File: src/rtl/fifo_rr_arbiter_pkg.sv
// Shared helpers for the round-robin FIFO arbiter: requester ID width and statistics counter width.
package fifo_rr_arbiter_pkg;

    localparam int unsigned STATS_CNT_W = 16;

    // Width of a requester ID; a single bit is kept even when only one ID exists.
    function automatic int unsigned id_w(input int unsigned n);
        return (n <= 2) ? 1 : $clog2(n);
    endfunction

endpackage

File: src/rtl/fifo.sv
// Generic synchronous FIFO with registered full/not_empty flags and a head-of-queue read port.
module fifo #(
    parameter int unsigned WIDTH = 32,
    parameter int unsigned DEPTH = 4
) (
    input  logic             clk_i,
    input  logic             rst_i,
    input  logic             push_i,
    input  logic [WIDTH-1:0] wdata_i,
    input  logic             pop_i,
    output logic [WIDTH-1:0] rdata_o,
    output logic             not_empty_o,
    output logic             full_o
);

    localparam int unsigned AW = (DEPTH <= 2) ? 1 : $clog2(DEPTH);
    localparam int unsigned CW = $clog2(DEPTH + 1);

    logic [WIDTH-1:0] mem [DEPTH];
    logic [AW-1:0]    wr_ptr_q, wr_ptr_d;
    logic [AW-1:0]    rd_ptr_q, rd_ptr_d;
    logic [CW-1:0]    cnt_q, cnt_d;
    logic             full_q, full_d;
    logic             not_empty_q, not_empty_d;
    logic             do_push, do_pop;

    // Flags come from registers, so a pop never frees space for a push in the same cycle.
    assign do_push = push_i & ~full_q;
    assign do_pop  = pop_i & not_empty_q;

    always_comb begin
        wr_ptr_d = wr_ptr_q;
        rd_ptr_d = rd_ptr_q;
        if (do_push) begin
            wr_ptr_d = (wr_ptr_q == AW'(DEPTH - 1)) ? '0 : wr_ptr_q + AW'(1);
        end
        if (do_pop) begin
            rd_ptr_d = (rd_ptr_q == AW'(DEPTH - 1)) ? '0 : rd_ptr_q + AW'(1);
        end
        cnt_d       = cnt_q + CW'(do_push) - CW'(do_pop);
        full_d      = (cnt_d == CW'(DEPTH));
        not_empty_d = (cnt_d != '0);
    end

    always_ff @(posedge clk_i or posedge rst_i) begin
        if (rst_i) begin
            wr_ptr_q    <= '0;
            rd_ptr_q    <= '0;
            cnt_q       <= '0;
            full_q      <= 1'b0;
            not_empty_q <= 1'b0;
        end else begin
            wr_ptr_q    <= wr_ptr_d;
            rd_ptr_q    <= rd_ptr_d;
            cnt_q       <= cnt_d;
            full_q      <= full_d;
            not_empty_q <= not_empty_d;
        end
    end

    // Storage needs no reset; validity is tracked by the count.
    always_ff @(posedge clk_i) begin
        if (do_push) begin
            mem[wr_ptr_q] <= wdata_i;
        end
    end

    assign rdata_o     = mem[rd_ptr_q];
    assign not_empty_o = not_empty_q;
    assign full_o      = full_q;

endmodule

File: src/rtl/fifo_rr_arbiter_rr_pick.sv
// Combinational round-robin picker: first asserted request at or after ptr_i, wrapping.
module rr_pick
    import fifo_rr_arbiter_pkg::*;
#(
    parameter int unsigned NUM_REQ = 4,
    parameter int unsigned ID_W    = id_w(NUM_REQ)
) (
    input  logic [NUM_REQ-1:0] req_i,
    input  logic [ID_W-1:0]    ptr_i,
    output logic               valid_c_o,
    output logic [ID_W-1:0]    winner_c_o
);

    logic [NUM_REQ-1:0] rot;
    logic [31:0]        sum;

    // Rotate so bit 0 is the requester currently holding priority.
    assign rot = NUM_REQ'({req_i, req_i} >> ptr_i);

    always_comb begin
        valid_c_o  = 1'b0;
        winner_c_o = '0;
        sum        = '0;
        for (int unsigned k = 0; k < NUM_REQ; k++) begin
            if (!valid_c_o && rot[k]) begin
                valid_c_o = 1'b1;
                sum       = 32'(ptr_i) + k;
                if (sum >= NUM_REQ) begin
                    sum = sum - NUM_REQ;
                end
                winner_c_o = ID_W'(sum);
            end
        end
    end

endmodule

File: src/rtl/fifo_rr_arbiter.sv
// Round-robin arbiter feeding one shared FIFO; each entry carries its requester ID.
// Optional per-requester grant counters are built when FIFO_RR_ARBITER_STATS_EN is defined.
module fifo_rr_arbiter
    import fifo_rr_arbiter_pkg::*;
#(
    parameter int unsigned NUM_REQ = 4,
    parameter int unsigned WIDTH   = 32,
    parameter int unsigned DEPTH   = 4,
    localparam int unsigned ID_W   = id_w(NUM_REQ)
) (
    input  logic                       clock,
    input  logic                       reset,
    input  logic [NUM_REQ-1:0]         req,
    input  logic [NUM_REQ*WIDTH-1:0]   req_data,
    output logic [NUM_REQ-1:0]         ack,
    input  logic                       pop,
    output logic                       not_empty,
    output logic [WIDTH-1:0]           rdata,
    output logic [ID_W-1:0]            rid,
    output logic                       full
`ifdef FIFO_RR_ARBITER_STATS_EN
    ,
    output logic [NUM_REQ*STATS_CNT_W-1:0] grant_cnt,
    input  logic                           stats_clr
`endif
);

    typedef struct packed {
        logic [ID_W-1:0]  id;
        logic [WIDTH-1:0] payload;
    } fifo_rr_entry_t;

    logic [ID_W-1:0] rr_ptr_q, rr_ptr_d;
    logic            pick_valid;
    logic [ID_W-1:0] pick_id;
    logic            grant;
    logic            fifo_full;
    fifo_rr_entry_t  wentry;
    fifo_rr_entry_t  rentry;

    rr_pick #(
        .NUM_REQ (NUM_REQ),
        .ID_W    (ID_W)
    ) u_pick (
        .req_i      (req),
        .ptr_i      (rr_ptr_q),
        .valid_c_o  (pick_valid),
        .winner_c_o (pick_id)
    );

    // Reset masks the grant so ack drops the moment reset rises.
    assign grant = pick_valid & ~fifo_full & ~reset;
    assign ack   = grant ? (NUM_REQ'(1) << pick_id) : '0;

    always_comb begin
        wentry.id      = pick_id;
        wentry.payload = '0;
        for (int unsigned i = 0; i < NUM_REQ; i++) begin
            if (pick_id == ID_W'(i)) begin
                wentry.payload = req_data[i*WIDTH +: WIDTH];
            end
        end
    end

    always_comb begin
        rr_ptr_d = rr_ptr_q;
        if (grant) begin
            rr_ptr_d = (pick_id == ID_W'(NUM_REQ - 1)) ? '0 : pick_id + ID_W'(1);
        end
    end

    always_ff @(posedge clock or posedge reset) begin
        if (reset) begin
            rr_ptr_q <= '0;
        end else begin
            rr_ptr_q <= rr_ptr_d;
        end
    end

    fifo #(
        .WIDTH (ID_W + WIDTH),
        .DEPTH (DEPTH)
    ) u_fifo (
        .clk_i       (clock),
        .rst_i       (reset),
        .push_i      (grant),
        .wdata_i     (wentry),
        .pop_i       (pop),
        .rdata_o     (rentry),
        .not_empty_o (not_empty),
        .full_o      (fifo_full)
    );

    assign full  = fifo_full;
    assign rdata = rentry.payload;
    assign rid   = rentry.id;

`ifdef FIFO_RR_ARBITER_STATS_EN
    logic [NUM_REQ-1:0][STATS_CNT_W-1:0] cnt_q, cnt_d;

    // Saturating grant counters; a clear takes precedence over a same-cycle grant.
    always_comb begin
        cnt_d = cnt_q;
        for (int unsigned i = 0; i < NUM_REQ; i++) begin
            if (stats_clr) begin
                cnt_d[i] = '0;
            end else if (ack[i] && (cnt_q[i] != {STATS_CNT_W{1'b1}})) begin
                cnt_d[i] = cnt_q[i] + STATS_CNT_W'(1);
            end
        end
    end

    always_ff @(posedge clock or posedge reset) begin
        if (reset) begin
            cnt_q <= '0;
        end else begin
            cnt_q <= cnt_d;
        end
    end

    assign grant_cnt = cnt_q;
`endif

endmodule

File: config.mk
export PLATFORM = sky130hd
export DESIGN_NAME = fifo_rr_arbiter
export DESIGN_NICKNAME = d
export VERILOG_FILES = /design/src/rtl/fifo_rr_arbiter_pkg.sv /design/src/rtl/fifo.sv /design/src/rtl/fifo_rr_arbiter_rr_pick.sv /design/src/rtl/fifo_rr_arbiter.sv
export SDC_FILE = /design/constraint.sdc
export NUM_CORES = 1
export LEC_CHECK = 0
export ABC_AREA = 1
export CORE_UTILIZATION = 55
export CTS_BUF_LIST = sky130_fd_sc_hd__clkbuf_4 sky130_fd_sc_hd__clkbuf_8
export DETAILED_ROUTE_END_ITERATION = 16
export PLACE_DENSITY = 0.91
export SKIP_CTS_REPAIR_TIMING = 1
export SYNTH_ARGS = -nofsm -noshare
export SYNTH_HDL_FRONTEND = slang
export SYNTH_SLANG_ARGS = --single-unit
export TNS_END_PERCENT = 100
File: constraint.sdc
create_clock -name clock -period 7.1 [get_ports clock]
set_clock_uncertainty 0.05 [all_clocks]
set_input_delay 1.065 -clock clock [delete_from_list [all_inputs] [get_ports clock]]
set_output_delay 1.065 -clock clock [all_outputs]
set_load 0.02 [all_outputs]
==> impl_metrics.tcl <==
set metrics [dict create \
    status "finished clean" \
    cp_top_family "buffers and inverters" \
    netlist_instances 686 \
    ys.flop_type "edfxtp_1" \
    worstMarginPinSlew_ns 1.11 \
    hold_class "flip-flop to flip-flop" \
    io_buffers 174 \
    cp-end-kind "primary output" \
    cp_cell_sequence "clkdlybuf4s50_1 -> nand2_1 -> nand3_1 -> nand2_2 -> o21ai_0 -> nand2_1 -> nand3_1 -> nand2_1 -> inv_1 -> ha_1 -> buf_4 -> inv_1 -> nor2_2 -> clkdlybuf4s50_1" \
    clk_pin_slew_worst_paths_ns 0.08 \
    arrival_ns 4.59 \
    synth_area_per_cell_sq_um 10.2 \
    hold_viol_final 0 \
    wl_per_cell_um 17.9 \
    layout-drive-gt1-share_pct 7.74 \
    clk_latency_ns 0.42 \
    drt-initial-drc-count 603 \
    worstSetupPathType "primary input to primary output" \
    initial_core_util_pct 57.1 \
    grt_pass1_vias 5875 \
    drt_pass1_iterations 5 \
    fin_crit_sh_pct 80.3 \
    synth_top_cell_area_share_pct 58.5 \
    grt_pass1_wl_um 27900 \
    cp.required_ns 5.98 \
    drtAntennaViolNets 0 \
    die_x_um 115 \
    synthTopCellsByArea "edfxtp_1 59%, o21ai_0 8.8%, nand2_1 7.2%" \
    die_h_um 115 \
    cts-root-buf "clkbuf_8" \
    ys_seq_area_share_pct 62.5 \
    cts_buffer_depth 2 \
    yosysWarnings 0 \
    synth_edf_count 136 \
    vias 5885 \
    slowest_stage "clkdlybuf4s50_1" \
    max_clock_freq_mhz 175 \
    synth_nets 833 \
    synth_area_leader_cell "edfxtp_1" \
    ys_types 29 \
    path_buf_inv 5 \
    drcViolationCount 0 \
    cp_common_cell "nand2_1" \
    grtUsageTotal_pct 28.3 \
    max-cap-violations 0 \
    grt_max_degree 72 \
    synth_seq_cells 147 \
    dieArea_sq_um 13100 \
    syn-cell-area_sq_um 6980 \
    nFillCells 792 \
    area_growth_pct 32.3 \
    async_reset_ff_share_pct 7.48 \
    post-route-util_pct 75.6 \
    dpl.hpwl_um 11900 \
    maxSlewViolCount 0 \
    dpl-instance-area_sq_um 8790 \
    fin_area_sq_um 9230 \
    globalRouteOverflowTotal 0 \
    slowest_delay_ns 0.62 \
    slew_headroom_pct 25.8 \
    htree_num_levels 4 \
    layout.nets 987 \
    core_area_sq_um 12200 \
    finalSetupViolCount 0 \
    place.gp.congestion 0.870 \
    setup_tns_ns 0 \
    num_rows 40 \
    drt-total-wl_um 18300 \
    antenna_found_initial 0 \
    cts_tree "done" \
    path_max_fanout 33 \
    n_antenna_cell 0 \
    cts-buffers-inserted 17 \
    start_kind "primary input" \
    cts_sinks 147 \
    viasPerCell 5.76 \
    finalCriticalPeriod_ns 5.70 \
    design.portCount 175 \
    rsz0062_at_grt "false" \
]
[layer usage]
layer | GRT usage, % | vias to the layer above | share of wire, %
met3 | 6.25 | 50 | 9.5
met4 | 11.7 | 0 | 2.5
met1 | 31.6 | 2757 | 37
li1 | - | 2716 | -
met5 | 0 | - | 0
met2 | 52.0 | 362 | 52
[cell families after synthesis]
| family | after synthesis | synth area share, % |
|---|---|---|
| AND/OR/NAND/NOR | 244 | 14.9 |
| buffers and inverters | 76 | 4.77 |
| AO/OA/AOI/OAI | 204 | 15.2 |
| XOR/XNOR | 3 | 0.377 |
| adder cells (fa/ha/maj) | 12 | 2.26 |
| flip-flops | 147 | 62.5 |
[worst paths after layout]
path	startpoint	endpoint	slack, ns	cells past startpoint
worst max-delay path	req[3]	ack[2]	1.40	14
min in group asynchronous	reset	u_fifo.cnt_q[2]	0.92	2
worst min register to register	u_fifo.cnt_q[2]	u_fifo.cnt_q[2]	0.50	2
worst max register to register	rr_ptr_q[0]	u_fifo.mem[1][2]	3.00	14
worst min-delay path	u_fifo.cnt_q[2]	u_fifo.cnt_q[2]	0.50	2
max in group asynchronous	reset	u_fifo.rd_ptr_q[0]	5.77	2
[metrics by stage]
step           hold WS, ns  std cells  worst slack, ns
2_1_floorplan        0.441        686             3.20
3_3_place_gp         0.454        989             1.80
3_5_place_dp         0.491        989             1.52
4_1_cts              0.511       1021             1.51
5_1_grt              0.535       1021             1.23
6_report             0.502       1021             1.40
[tightest hold or removal path, cell delays in order, from the launching register on]
cell and delay (ns):
dfrtp_1 0.35, xnor2_1 0.11, inv_1 0.06
[sequential cells by signal, indices dropped and copies added, names as in the netlist]
name / cells
u_fifo.full_o: 1
rr_ptr_q: 2
u_fifo.rd_ptr_q: 2
u_fifo.not_empty_o: 1
u_fifo.cnt_q: 3
u_fifo.wr_ptr_q: 2
u_fifo.mem: 136
[cell usage after synthesis (2+ instances only)]
cell type / n
o21ai_0: 122
o21ai_1: 15
nor2_2: 9
nand2_4: 2
dfrtp_1: 11
nand4_1: 2
edfxtp_1: 136
nand2_2: 6
xor2_1: 2
inv_2: 3
nand2_1: 134
buf_6: 2
nand3_1: 14
nor3_1: 2
nand3_2: 2
a21oi_1: 33
nor2_1: 71
buf_2: 9
inv_1: 27
o22ai_1: 34
buf_1: 2
ha_1: 11
clkbuf_1: 31
[area by class of cell]
class	instances	area [sq um]	share of cell area, %
Sequential cell	147	4360	47.2
Multi-Input combinational cell	463	2310	25.0
Timing Repair Buffer	180	1790	19.4
Clock buffer	19	249	2.70
Tap cell	168	210	2.28
Clock inverter	13	196	2.13
Inverter	31	121	1.31
[placed cells by master (no fill, tap or decap), types with 2 or more instances in the layout]
cell / n
bufinv_16: 4
nand3_2: 2
clkinv_4: 3
nor2_2: 5
o22ai_1: 34
edfxtp_1: 136
nand4_1: 2
nor3_1: 2
nand2_2: 6
nand2_4: 2
clkbuf_4: 2
clkinvlp_4: 2
nand2_1: 134
clkbuf_8: 17
clkdlybuf4s50_1: 174
nand3_1: 14
a21oi_1: 33
inv_2: 4
o21ai_1: 15
xor2_1: 2
nor2_1: 71
inv_6: 5
dfrtp_1: 10
o21ai_0: 122
ha_1: 10
buf_4: 6
inv_1: 26
nor2_4: 4
Power is not shown: default switching activity piles up to over one toggle a cycle in this logic, so the estimate is an artifact.
